==> src/rtl/detect_event_log.sv <==
// ---------------------------------------------------------------------------
// detect_event_log
//
// Purpose:
//   Sits downstream of the serial sequence detector. Each 1-cycle 'detected'
//   pulse is stamped with a free-running cycle timestamp and queued in a small
//   FIFO. A consumer drains entries over a valid/ready handshake. Saturating
//   totals of events seen and events dropped on overflow are kept alongside a
//   sticky overflow flag.
//
// Optional feature (macro EVLOG_GAP_EN):
//   When defined, each entry also stores the distance in cycles from the
//   previously accepted event. That value is presented on evt_gap. When the
//   macro is undefined, the port, the per-entry field and the previous-
//   timestamp register are all absent.
//
// Ports:
//   clk         in   1                rising-edge clock
//   reset_n     in   1                asynchronous active-low reset
//   detected    in   1                detection pulse, sampled each edge
//   clear       in   1                synchronous flush/zero, active-high
//   evt_valid   out  1                head entry available
//   evt_ready   in   1                consumer accepts head when evt_valid=1
//   evt_ts      out  TS_W             head timestamp, 0 when empty
//   level       out  $clog2(DEPTH)+1  FIFO occupancy
//   evt_count   out  CNT_W            pulses seen (dropped included), saturating
//   drop_count  out  CNT_W            pulses lost to a full FIFO, saturating
//   overflow    out  1                sticky, set on first drop
//   evt_gap     out  TS_W             (EVLOG_GAP_EN only) head gap, 0 when empty
// ---------------------------------------------------------------------------
module detect_event_log #(
    parameter int DEPTH = 4,
    parameter int TS_W  = 16,
    parameter int CNT_W = 8
) (
    input  logic                     clk,
    input  logic                     reset_n,
    input  logic                     detected,
    input  logic                     clear,
    output logic                     evt_valid,
    input  logic                     evt_ready,
    output logic [TS_W-1:0]          evt_ts,
    output logic [$clog2(DEPTH):0]   level,
    output logic [CNT_W-1:0]         evt_count,
    output logic [CNT_W-1:0]         drop_count,
`ifdef EVLOG_GAP_EN
    output logic                     overflow,
    output logic [TS_W-1:0]          evt_gap
`else
    output logic                     overflow
`endif
);

    localparam int AW = $clog2(DEPTH);
    localparam int LW = AW + 1;
    localparam logic [CNT_W-1:0] CNT_MAX = {CNT_W{1'b1}};
    localparam logic [LW-1:0]    LVL_FULL = LW'(DEPTH);

    logic [TS_W-1:0]  r_ts;
    logic [AW-1:0]    r_wr_ptr;
    logic [AW-1:0]    r_rd_ptr;
    logic [LW-1:0]    r_level;
    logic [CNT_W-1:0] r_evt_count;
    logic [CNT_W-1:0] r_drop_count;
    logic             r_overflow;
    logic [TS_W-1:0]  r_mem_ts [DEPTH];

    logic w_pop;
    logic w_push_req;
    logic w_push;
    logic w_drop;

    // clear masks both sides of the FIFO for the cycle it is asserted.
    assign w_pop      = (r_level != '0) && evt_ready && !clear;
    assign w_push_req = detected && !clear;
    // A pop in the same cycle frees the slot the push needs, even when full.
    assign w_push     = w_push_req && ((r_level != LVL_FULL) || w_pop);
    assign w_drop     = w_push_req && !w_push;

    // NOTE: sequential state uses non-blocking assignments so every register
    // samples the pre-edge values of the others, regardless of block order.
    always_ff @(posedge clk or negedge reset_n) begin
        if (!reset_n) begin
            r_ts         <= '0;
            r_wr_ptr     <= '0;
            r_rd_ptr     <= '0;
            r_level      <= '0;
            r_evt_count  <= '0;
            r_drop_count <= '0;
            r_overflow   <= 1'b0;
        end else if (clear) begin
            r_ts         <= '0;
            r_wr_ptr     <= '0;
            r_rd_ptr     <= '0;
            r_level      <= '0;
            r_evt_count  <= '0;
            r_drop_count <= '0;
            r_overflow   <= 1'b0;
        end else begin
            r_ts <= r_ts + TS_W'(1);

            if (w_push) begin
                r_wr_ptr <= r_wr_ptr + AW'(1);
            end
            if (w_pop) begin
                r_rd_ptr <= r_rd_ptr + AW'(1);
            end

            case ({w_push, w_pop})
                2'b10:   r_level <= r_level + LW'(1);
                2'b01:   r_level <= r_level - LW'(1);
                default: r_level <= r_level;
            endcase

            if (w_push_req && (r_evt_count != CNT_MAX)) begin
                r_evt_count <= r_evt_count + CNT_W'(1);
            end
            if (w_drop) begin
                r_overflow <= 1'b1;
                if (r_drop_count != CNT_MAX) begin
                    r_drop_count <= r_drop_count + CNT_W'(1);
                end
            end
        end
    end

    // NOTE: the entry storage has no reset; every output that reads it is
    // gated by level, so stale contents are never visible.
    always_ff @(posedge clk) begin
        if (w_push) begin
            r_mem_ts[r_wr_ptr] <= r_ts;
        end
    end

`ifdef EVLOG_GAP_EN
    logic [TS_W-1:0] r_ts_prev;
    logic            r_have_prev;
    logic [TS_W-1:0] r_mem_gap [DEPTH];
    logic [TS_W-1:0] w_gap;

    // First accepted event after reset/clear has no predecessor: gap is 0.
    assign w_gap = r_have_prev ? (r_ts - r_ts_prev) : '0;

    always_ff @(posedge clk or negedge reset_n) begin
        if (!reset_n) begin
            r_ts_prev   <= '0;
            r_have_prev <= 1'b0;
        end else if (clear) begin
            r_ts_prev   <= '0;
            r_have_prev <= 1'b0;
        end else if (w_push) begin
            // Dropped events never reach here, so they do not move ts_prev.
            r_ts_prev   <= r_ts;
            r_have_prev <= 1'b1;
        end
    end

    always_ff @(posedge clk) begin
        if (w_push) begin
            r_mem_gap[r_wr_ptr] <= w_gap;
        end
    end

    always_comb begin
        evt_gap = '0;
        if (r_level != '0) begin
            evt_gap = r_mem_gap[r_rd_ptr];
        end
    end
`endif

    // NOTE: combinational outputs get a default first so no path infers a latch.
    always_comb begin
        evt_ts = '0;
        if (r_level != '0) begin
            evt_ts = r_mem_ts[r_rd_ptr];
        end
    end

    assign evt_valid  = (r_level != '0);
    assign level      = r_level;
    assign evt_count  = r_evt_count;
    assign drop_count = r_drop_count;
    assign overflow   = r_overflow;

endmodule

==> config.mk <==
export PLATFORM = sky130hd
export DESIGN_NAME = detect_event_log
export DESIGN_NICKNAME = d
export VERILOG_FILES = /design/src/rtl/detect_event_log.sv
export SDC_FILE = /design/constraint.sdc
export NUM_CORES = 1
export LEC_CHECK = 0
export ABC_AREA = 1
export ABC_CLOCK_PERIOD_IN_PS = 5250
export CAP_MARGIN = 20
export CELL_PAD_IN_SITES_DETAIL_PLACEMENT = 1
export CELL_PAD_IN_SITES_GLOBAL_PLACEMENT = 1
export CORE_UTILIZATION = 35
export CTS_CLUSTER_SIZE = 10
export DETAILED_ROUTE_END_ITERATION = 10
export PLACE_DENSITY = 0.74
export SLEW_MARGIN = 20
export SYNTH_ARGS = -nofsm -noshare
export SYNTH_HDL_FRONTEND = slang
export SYNTH_SLANG_ARGS = --single-unit
==> constraint.sdc <==
create_clock -name clk -period 5.25 [get_ports clk]
set_input_delay 1.3125 -clock clk [delete_from_list [all_inputs] [get_ports clk]]
set_output_delay 1.3125 -clock clk [all_outputs]
set_load 0.1 [all_outputs]
==> report_table.html, run 1 <==
<table>
<tr><th>Metric</th><th>Value</th></tr>
<tr><th colspan="2">STA</th></tr>
<tr><td>Worst slew margin</td><td>0.341</td></tr>
<tr><td>Worst Clk Skew</td><td>0.00538 ns</td></tr>
<tr><td>Number of failing setup endpoints in the final timing report</td><td>0</td></tr>
<tr><td>RSZ-0062 raised after global routing</td><td>no</td></tr>
<tr><td>Minimum clock period</td><td>4.38 ns</td></tr>
<tr><td>Final worst setup slack</td><td>around 0.87 ns</td></tr>
<tr><td>Number of endpoints with negative hold slack in the final report</td><td>0</td></tr>
<tr><td>Worst-margin pin slew</td><td>0.985 ns</td></tr>
<tr><td>Top achievable clock speed</td><td>roughly 230 MHz</td></tr>
<tr><td>Final Slew Violations</td><td>0</td></tr>
<tr><td>Post-route setup TNS</td><td>0 ns</td></tr>
<tr><td>Final cycle utilization of the critical path</td><td>0.834</td></tr>
<tr><th colspan="2">Logic synthesis</th></tr>
<tr><td>Ranking of synthesized cells by area</td><td>edfxtp_1 (40%), dfrtp_1 (21%), nor2_1 (8.5%)</td></tr>
<tr><td>Synth top area share</td><td>0.398</td></tr>
<tr><td>Post-Synthesis Cells</td><td>between 400 and 500</td></tr>
<tr><td>Number of enable flip-flop cells after synthesis</td><td>64</td></tr>
<tr><td>Synth Net Count</td><td>502</td></tr>
<tr><td>Fraction of the yosys area taken by sequential cells</td><td>0.606</td></tr>
<tr><td>Biggest area consumer among synthesized cells</td><td>edfxtp_1</td></tr>
<tr><td>Unique masters post-synth</td><td>31</td></tr>
<tr><td>Top_reg_cell synth</td><td>edfxtp_1</td></tr>
<tr><td>Top-count cell post-synth</td><td>nor2_1</td></tr>
<tr><td>Commonest cells in the netlist</td><td>nor2_1 (109), nand2_1 (71), edfxtp_1 (64)</td></tr>
<tr><td>Mean instance size in the synthesized netlist</td><td>a little under 10 um^2</td></tr>
<tr><td>Post-Syn Area</td><td>just under 5000 um^2</td></tr>
<tr><td>Synthesis Warnings</td><td>0</td></tr>
<tr><td>Post-synth ARST share</td><td>0.385</td></tr>
<tr><td>Post-synthesis sequential element count</td><td>104</td></tr>
<tr><th colspan="2">Floorplan</th></tr>
<tr><td>Number of placement rows</td><td>42</td></tr>
<tr><td>Initial Utilization</td><td>0.362</td></tr>
<tr><td>Die area</td><td>14300 um^2</td></tr>
<tr><td>Standard cell core area</td><td>about 13000 um^2</td></tr>
<tr><td>Chip width</td><td>119 um</td></tr>
<tr><td>Overall die height</td><td>about 120 um</td></tr>
<tr><td>Number of top-level pins</td><td>42</td></tr>
<tr><th colspan="2">Global routing</th></tr>
<tr><td>Maximum number of pins on one net before global-route repair</td><td>about 40</td></tr>
<tr><td>Global-route wire length before repair</td><td>19200 um</td></tr>
<tr><td>All-layer global routing usage</td><td>0.173</td></tr>
<tr><td>Vias in the first global route</td><td>between 3000 and 4000</td></tr>
<tr><td>Initial antenna violation count</td><td>0</td></tr>
<tr><td>Total global routing overflow</td><td>0</td></tr>
<tr><th colspan="2">Placed design</th></tr>
<tr><td>HPWL Detailed</td><td>7690 um</td></tr>
<tr><td>RePlAce Congestion</td><td>roughly 0.82</td></tr>
<tr><td>Placement-stage worst setup slack</td><td>1.25 ns</td></tr>
<tr><td>Number of I/O port buffers</td><td>41</td></tr>
<tr><th colspan="2">Power</th></tr>
<tr><td>Clk network pwr share</td><td>0.277</td></tr>
<tr><td>Switching component of the power</td><td>roughly 0.0011 W</td></tr>
<tr><td>Peak supply drop</td><td>~270 uV</td></tr>
<tr><td>Power per cell area</td><td>460 nW/um^2</td></tr>
<tr><td>Switching share of power</td><td>0.423</td></tr>
<tr><td>Internal Pwr Total</td><td>0.00153 W</td></tr>
<tr><td>Sequential fraction of design power</td><td>0.362</td></tr>
<tr><td>Reported leakage power</td><td>2.26 nW</td></tr>
<tr><td>Comb pwr share</td><td>0.361</td></tr>
<tr><th colspan="2">Clocking</th></tr>
<tr><td>Count of clock tree sinks</td><td>104</td></tr>
<tr><td>Max Buffers Root-to-Sink</td><td>2</td></tr>
<tr><td>Root buffer selected by CTS</td><td>clkbuf_16</td></tr>
<tr><td>Hold buffers post-CTS</td><td>0</td></tr>
<tr><td>Number of H-tree branching levels</td><td>3</td></tr>
<tr><td>Worst-Skew Late Latency</td><td>0.35 ns</td></tr>
<tr><td>CTS buffer count</td><td>9</td></tr>
<tr><td>Clock slew at reported path FFs</td><td>around 0.07 ns</td></tr>
<tr><td>Post-CTS sizing</td><td>0</td></tr>
<tr><td>TritonCTS clock tree</td><td>yes</td></tr>
<tr><td>Setup repair bufs after CTS</td><td>0</td></tr>
<tr><th colspan="2">Setup path</th></tr>
<tr><td>Arrival @ worst endpoint</td><td>between 3 and 4 ns</td></tr>
<tr><td>Cell with the largest stage delay on the worst path</td><td>clkdlybuf4s50_1</td></tr>
<tr><td>Worst R2R Setup Slack</td><td>3.28 ns</td></tr>
<tr><td>CP Cell Sequence</td><td>inv_2 &gt; nor2_1 &gt; o21ai_0 &gt; a21oi_1 &gt; clkdlybuf4s50_1</td></tr>
<tr><td>Start point of the critical path</td><td>r_rd_ptr[1]</td></tr>
<tr><td>R2r worst-path depth</td><td>11</td></tr>
<tr><td>Data required, critical path</td><td>3.94 ns</td></tr>
<tr><td>Critical path startpoint category</td><td>flip-flop</td></tr>
<tr><td>Worst path max stage delay</td><td>1.15 ns</td></tr>
<tr><td>Worst Setup End Kind</td><td>output port</td></tr>
<tr><td>Critical path buffers and inverters</td><td>2</td></tr>
<tr><td>Worst setup path end</td><td>evt_ts[5]</td></tr>
<tr><td>Maximum fanout along the worst path</td><td>18</td></tr>
<tr><td>Category of the most critical setup path</td><td>reg2out</td></tr>
<tr><td>Cell family with most CP delay</td><td>buffers and inverters</td></tr>
<tr><td>Capture instance of the worst register-to-register path</td><td>level[2]</td></tr>
<tr><td>Critical path depth</td><td>5</td></tr>
<tr><td>Crit Reg-Reg Startpoint</td><td>level[1]</td></tr>
<tr><th colspan="2">Detailed routing</th></tr>
<tr><td>Total wire length</td><td>11500 um</td></tr>
<tr><td>Remaining routing DRC violations</td><td>0</td></tr>
<tr><td>Post-route antenna net violation count</td><td>0</td></tr>
<tr><td>DR iter-0 viols</td><td>around 160</td></tr>
<tr><td>Detail-routed net length per standard cell</td><td>16.1 um</td></tr>
<tr><td>Detailed Routing Iterations Pass 1</td><td>4</td></tr>
<tr><td>Routed vias/inst</td><td>4.95</td></tr>
<tr><td>Number of vias after detailed routing</td><td>about 3500</td></tr>
<tr><th colspan="2">Finish</th></tr>
<tr><td>Layout cells sized above 1</td><td>0.110</td></tr>
<tr><td>Antenna cell count</td><td>0</td></tr>
<tr><td>Area added between synthesis and finish</td><td>19.5%</td></tr>
<tr><td>Net count, final</td><td>546</td></tr>
<tr><th colspan="2">Worst hold path</th></tr>
<tr><td>Type of the tightest min-delay check</td><td>reg2reg</td></tr>
<tr><th colspan="2">Run</th></tr>
<tr><td>Max cap viols</td><td>0</td></tr>
<tr><th colspan="2">Run status</th></tr>
<tr><td>Status</td><td>finished, final reports clean</td></tr>
</table>
[per-layer routing]
layer / global-route usage / vias up / routed length [um]
li1: - / 1721 / -
met1: 0.213 / 1749 / 5240
met2: 0.311 / 54 / 5840
met3: 0.0335 / 13 / 314
met4: 0.0430 / 0 / 127
met5: 0 / - / 0
[sequential cells by signal, summed over array words and instances, names as in the netlist]
register and cells:
r_ts 16, level 3, r_mem_ts 64, overflow 1, drop_count 8, r_rd_ptr 2, r_wr_ptr 2, evt_count 8
[worst register-to-register path, delay by kind of cell (launching register included)]
family	cells	cell delay (ns)
simple gates	8	0.74
flops	1	0.46
fa+ha+maj	1	0.38
xor+xnor	1	0.21
buf+inv	1	0.08
[per-stage QoR]
step | utilization | instances | cell area (um^2) | hold WS (ns) | total power [W]
3_5_place_dp | 0.406 | 697 | 5420 | 0.479 | 0.00195
5_1_grt | 0.432 | 714 | 5770 | 0.523 | 0.00275
6_report | 0.432 | 714 | 5770 | 0.501 | 0.00265
4_1_cts | 0.430 | 713 | 5750 | 0.506 | 0.00267
3_3_place_gp | 0.406 | 697 | 5420 | 0.479 | 0.00193
2_1_floorplan | - | 489 | 4830 | 0.496 | 0.00171
[cell families (layout without fill, tap and decap cells)]
| family | count (synthesis) | in the layout | share of synthesized area |
|---|---|---|---|
| adders and majority gates | 8 | 8 | 0.0223 |
| AOI/OAI and AO/OA | 70 | 70 | 0.0739 |
| DFF | 104 | 104 | 0.606 |
| xor gates and xnor gates | 10 | 10 | 0.0182 |
| and+or+nand+nor | 244 | 244 | 0.235 |
| buffers and inverters | 53 | 102 | 0.0449 |
[placed cells by master (no fill, tap or decap), types with 2 or more instances in the layout]
cell type | netlist | layout
nor3_2 | 2 | 2
nor2_1 | 109 | 109
nor3_1 | 5 | 5
nand2_2 | 5 | 5
clkbuf_16 | 0 | 9
nand3_2 | 3 | 3
nand3_4 | 2 | 2
inv_1 | 31 | 31
o21ai_0 | 37 | 37
buf_4 | 1 | 9
inv_2 | 6 | 6
xor2_1 | 8 | 8
xnor2_1 | 2 | 2
nand3_1 | 27 | 27
nand2_1 | 71 | 71
clkdlybuf4s50_1 | 0 | 38
nand4_1 | 6 | 6
inv_6 | 0 | 3
nor2_2 | 6 | 6
nor2_4 | 2 | 2
o21ai_1 | 8 | 8
edfxtp_1 | 64 | 64
bufinv_16 | 0 | 2
nor3_4 | 2 | 2
ha_1 | 7 | 7
a21oi_1 | 24 | 24
dfrtp_1 | 40 | 40
[layout make-up]
class                           count  area, um^2
Tap cell                          176         220
Timing Repair Buffer               49         473
Fill cell                        1531        7580
Sequential cell                   104        2920
Clock inverter                      7        98.8
Inverter                           37         139
Clock buffer                        9         225
Multi-Input combinational cell    332        1690
[power groups by stage]
stage	registers (W)	logic, W	clock network, W
after CTS	0.000960	0.000969	0.000743
after floorplan	0.00106	0.000651	0
final	0.000960	0.000959	0.000735
after detailed placement	0.000977	0.000970	0
after global routing	0.000966	0.00101	0.000772
after global placement	0.000972	0.000954	0
[how the worst min path moves through the flow]
stage             start             end  cells after the start
2_1_floorplan   r_ts[6]  r_mem_ts[0][6]                      0
3_3_place_gp   overflow        overflow                      2
3_5_place_dp   overflow        overflow                      2
4_1_cts        overflow        overflow                      2
5_1_grt        overflow        overflow                      2
6_report       overflow        overflow                      2
No activity file was read; power rests on OpenSTA's default activity.
==> run 2: changes to the inputs <==
--- a/config.mk
+++ b/config.mk
@@ -6,7 +6,7 @@
 export NUM_CORES = 1
 export LEC_CHECK = 0
 export ABC_AREA = 1
-export ABC_CLOCK_PERIOD_IN_PS = 5250
+export ABC_CLOCK_PERIOD_IN_PS = 4100
 export CAP_MARGIN = 20
 export CELL_PAD_IN_SITES_DETAIL_PLACEMENT = 1
 export CELL_PAD_IN_SITES_GLOBAL_PLACEMENT = 1
==> constraint.sdc (replaced) <==
create_clock -name clk -period 4.1 [get_ports clk]
set_input_delay 1.025 -clock clk [delete_from_list [all_inputs] [get_ports clk]]
set_output_delay 1.025 -clock clk [all_outputs]
set_load 0.1 [all_outputs]
==> report_table.html, run 2 (synthesized netlist as in run 1, its figures left out) <==
<table>
<tr><th>Metric</th><th>Value</th></tr>
<tr><th colspan="2">Finish</th></tr>
<tr><td>Filler Cells Inserted</td><td>1557</td></tr>
<tr><td>Reg area</td><td>2920 um^2</td></tr>
<tr><td>Post-route standard cell area excluding fillers</td><td>~5700 um^2</td></tr>
<tr><td>Leading cell type in the layout, fill and taps excluded</td><td>nor2_1</td></tr>
<tr><td>Most frequent cells in the layout</td><td>nor2_1 (109), nand2_1 (71), edfxtp_1 (64), dfrtp_1 (40), o21ai_0 (37)</td></tr>
<tr><td>Flip-flop count of the largest register after layout</td><td>64</td></tr>
<tr><td>Reg with most FFs</td><td>r_mem_ts</td></tr>
<tr><td>Utilization after layout</td><td>0.426</td></tr>
<tr><td>Net count, final</td><td>545</td></tr>
<tr><td>Layout cells sized above 1</td><td>0.130</td></tr>
<tr><td>Area added between synthesis and finish</td><td>17.7%</td></tr>
<tr><td>Largest registers ranked by flip-flop count</td><td>r_mem_ts: 64 flops, r_ts: 16 flops</td></tr>
<tr><td>Area of the multi-input gates</td><td>1690 um^2</td></tr>
<tr><td>Antenna cell count</td><td>0</td></tr>
<tr><td>Final instance count without filler cells</td><td>713</td></tr>
<tr><th colspan="2">STA</th></tr>
<tr><td>Post-route setup TNS</td><td>0 ns</td></tr>
<tr><td>Minimum clock period</td><td>3.33 ns</td></tr>
<tr><td>Worst Clk Skew</td><td>0.00376 ns</td></tr>
<tr><td>Final Slew Violations</td><td>0</td></tr>
<tr><td>Final cycle utilization of the critical path</td><td>0.813</td></tr>
<tr><td>RSZ-0062 raised after global routing</td><td>no</td></tr>
<tr><td>Number of failing setup endpoints in the final timing report</td><td>0</td></tr>
<tr><td>Worst-margin pin slew</td><td>0.981 ns</td></tr>
<tr><td>Worst slew margin</td><td>0.344</td></tr>
<tr><td>Number of endpoints with negative hold slack in the final report</td><td>0</td></tr>
<tr><td>Top achievable clock speed</td><td>300 MHz</td></tr>
<tr><th colspan="2">Detailed routing</th></tr>
<tr><td>Detail-routed net length per standard cell</td><td>15.9 um</td></tr>
<tr><td>Routed vias/inst</td><td>4.96</td></tr>
<tr><td>DR iter-0 viols</td><td>178</td></tr>
<tr><td>Total wire length</td><td>11300 um</td></tr>
<tr><td>Post-route antenna net violation count</td><td>0</td></tr>
<tr><td>Number of vias after detailed routing</td><td>3533</td></tr>
<tr><td>Remaining routing DRC violations</td><td>0</td></tr>
<tr><td>Detailed Routing Iterations Pass 1</td><td>4</td></tr>
<tr><th colspan="2">Power</th></tr>
<tr><td>Switching share of power</td><td>0.431</td></tr>
<tr><td>Switching component of the power</td><td>0.00142 W</td></tr>
<tr><td>Peak supply drop</td><td>353 uV</td></tr>
<tr><td>Internal Pwr Total</td><td>between 0.0015 and 0.002 W</td></tr>
<tr><td>Sequential fraction of design power</td><td>0.375</td></tr>
<tr><td>Clk network pwr share</td><td>0.260</td></tr>
<tr><td>Comb pwr share</td><td>0.365</td></tr>
<tr><td>Power per cell area</td><td>about 580 nW/um^2</td></tr>
<tr><td>Reported leakage power</td><td>between 2 and 2.5 nW</td></tr>
<tr><th colspan="2">Floorplan</th></tr>
<tr><td>Initial Utilization</td><td>0.362</td></tr>
<tr><td>Standard cell core area</td><td>13300 um^2</td></tr>
<tr><td>Die area</td><td>14300 um^2</td></tr>
<tr><td>Number of placement rows</td><td>42</td></tr>
<tr><td>Number of top-level pins</td><td>42</td></tr>
<tr><td>Chip width</td><td>~120 um</td></tr>
<tr><td>Overall die height</td><td>119 um</td></tr>
<tr><th colspan="2">Placed design</th></tr>
<tr><td>Number of I/O port buffers</td><td>41</td></tr>
<tr><td>HPWL Detailed</td><td>between 7000 and 8000 um</td></tr>
<tr><td>RePlAce Congestion</td><td>0.814</td></tr>
<tr><td>Cells after DPL</td><td>697</td></tr>
<tr><td>Total placed instance area</td><td>5390 um^2</td></tr>
<tr><th colspan="2">Setup path</th></tr>
<tr><td>Start point of the critical path</td><td>r_rd_ptr[1]</td></tr>
<tr><td>Worst Setup End Kind</td><td>output port</td></tr>
<tr><td>Data required, critical path</td><td>around 3 ns</td></tr>
<tr><td>Worst setup path end</td><td>evt_ts[15]</td></tr>
<tr><td>Critical path startpoint category</td><td>flip-flop</td></tr>
<tr><td>R2r worst-path depth</td><td>11</td></tr>
<tr><td>Arrival @ worst endpoint</td><td>2.31 ns</td></tr>
<tr><td>Worst R2R Setup Slack</td><td>around 2.1 ns</td></tr>
<tr><td>Maximum fanout along the worst path</td><td>18</td></tr>
<tr><td>Capture instance of the worst register-to-register path</td><td>level[2]</td></tr>
<tr><td>Crit Reg-Reg Startpoint</td><td>level[1]</td></tr>
<tr><td>Category of the most critical setup path</td><td>reg2out</td></tr>
<tr><th colspan="2">Global routing</th></tr>
<tr><td>Vias in the first global route</td><td>3809</td></tr>
<tr><td>Maximum number of pins on one net before global-route repair</td><td>slightly above 40</td></tr>
<tr><td>Global-route wire length before repair</td><td>19400 um</td></tr>
<tr><td>All-layer global routing usage</td><td>0.175</td></tr>
<tr><td>Total global routing overflow</td><td>0</td></tr>
<tr><td>Initial antenna violation count</td><td>0</td></tr>
<tr><th colspan="2">Worst hold path</th></tr>
<tr><td>Type of the tightest min-delay check</td><td>reg2reg</td></tr>
<tr><th colspan="2">Run</th></tr>
<tr><td>Max cap viols</td><td>0</td></tr>
<tr><th colspan="2">Clocking</th></tr>
<tr><td>Setup repair bufs after CTS</td><td>0</td></tr>
<tr><td>Worst-Skew Late Latency</td><td>~0.35 ns</td></tr>
<tr><td>Count of clock tree sinks</td><td>104</td></tr>
<tr><td>Number of H-tree branching levels</td><td>3</td></tr>
<tr><td>CTS buffer count</td><td>9</td></tr>
<tr><td>Clock slew at reported path FFs</td><td>about 0.070 ns</td></tr>
<tr><td>Post-CTS sizing</td><td>0</td></tr>
<tr><td>Root buffer selected by CTS</td><td>clkbuf_16</td></tr>
<tr><td>Hold buffers post-CTS</td><td>0</td></tr>
<tr><td>Max Buffers Root-to-Sink</td><td>2</td></tr>
<tr><td>TritonCTS clock tree</td><td>yes</td></tr>
<tr><th colspan="2">Run status</th></tr>
<tr><td>Status</td><td>finished, final reports clean</td></tr>
</table>
run 2: cell types whose count changed in the layout (fill, tap and decap cells not counted):
cell	delta
clkinvlp_4	+1
bufinv_16	-1
clkdlybuf4s50_1	-14
buf_4	+14
inv_6	-2
clkinv_2	-1
clkinv_1	+2
clkinv_4	+1
buf_12	-1
run 2: cell type report:
type | instances | area share
Tap cell | 176 | 0.0388
Clock inverter | 7 | 0.0123
Timing Repair Buffer | 48 | 0.0736
Multi-Input combinational cell | 332 | 0.297
Sequential cell | 104 | 0.514
Clock buffer | 9 | 0.0396
Inverter | 37 | 0.0244
run 2: per-stage QoR:
step	total power, W	worst slack (ns)	hold slack (ns)
floorplan	0.00219	-0.326	0.496
global placement	0.00244	1.16	0.507
detailed placement	0.00246	1.05	0.526
CTS	0.00332	0.762	0.551
global route	0.00343	0.580	0.572
finish	0.00329	0.767	0.545
run 2: critical path, cell delays in order (launching register included):
cell and delay, ns:
dfrtp_1 0.76, inv_2 0.32, nor2_1 0.20, o21ai_0 0.11
a21oi_1 0.23, buf_4 0.33
run 2: power by group through the flow:
stage                     registers (W)  clock network (W)  logic (W)
final                           0.00123           0.000854    0.00120
after global routing            0.00124           0.000912    0.00127
after CTS                       0.00123           0.000875    0.00121
after detailed placement        0.00126                  0    0.00121
after global placement          0.00125                  0    0.00119
after floorplan                 0.00136                  0   0.000834
run 2: worst min-delay path by stage:
stage          slack [ns]  depth (start not counted)        endpoint      from
3_5_place_dp         0.53                          2        overflow  overflow
4_1_cts              0.55                          2        overflow  overflow
2_1_floorplan        0.50                          0  r_mem_ts[0][6]   r_ts[6]
5_1_grt              0.57                          2        overflow  overflow
6_report             0.55                          2        overflow  overflow
3_3_place_gp         0.51                          2        overflow  overflow
run 2: layer usage:
metal,global-route usage,part of all wire,vias up
li1,-,-,1719
met3,0.0354,0.031,23
met4,0.0617,0.017,0
met2,0.295,0.49,68
met5,0,0,-
met1,0.223,0.46,1723
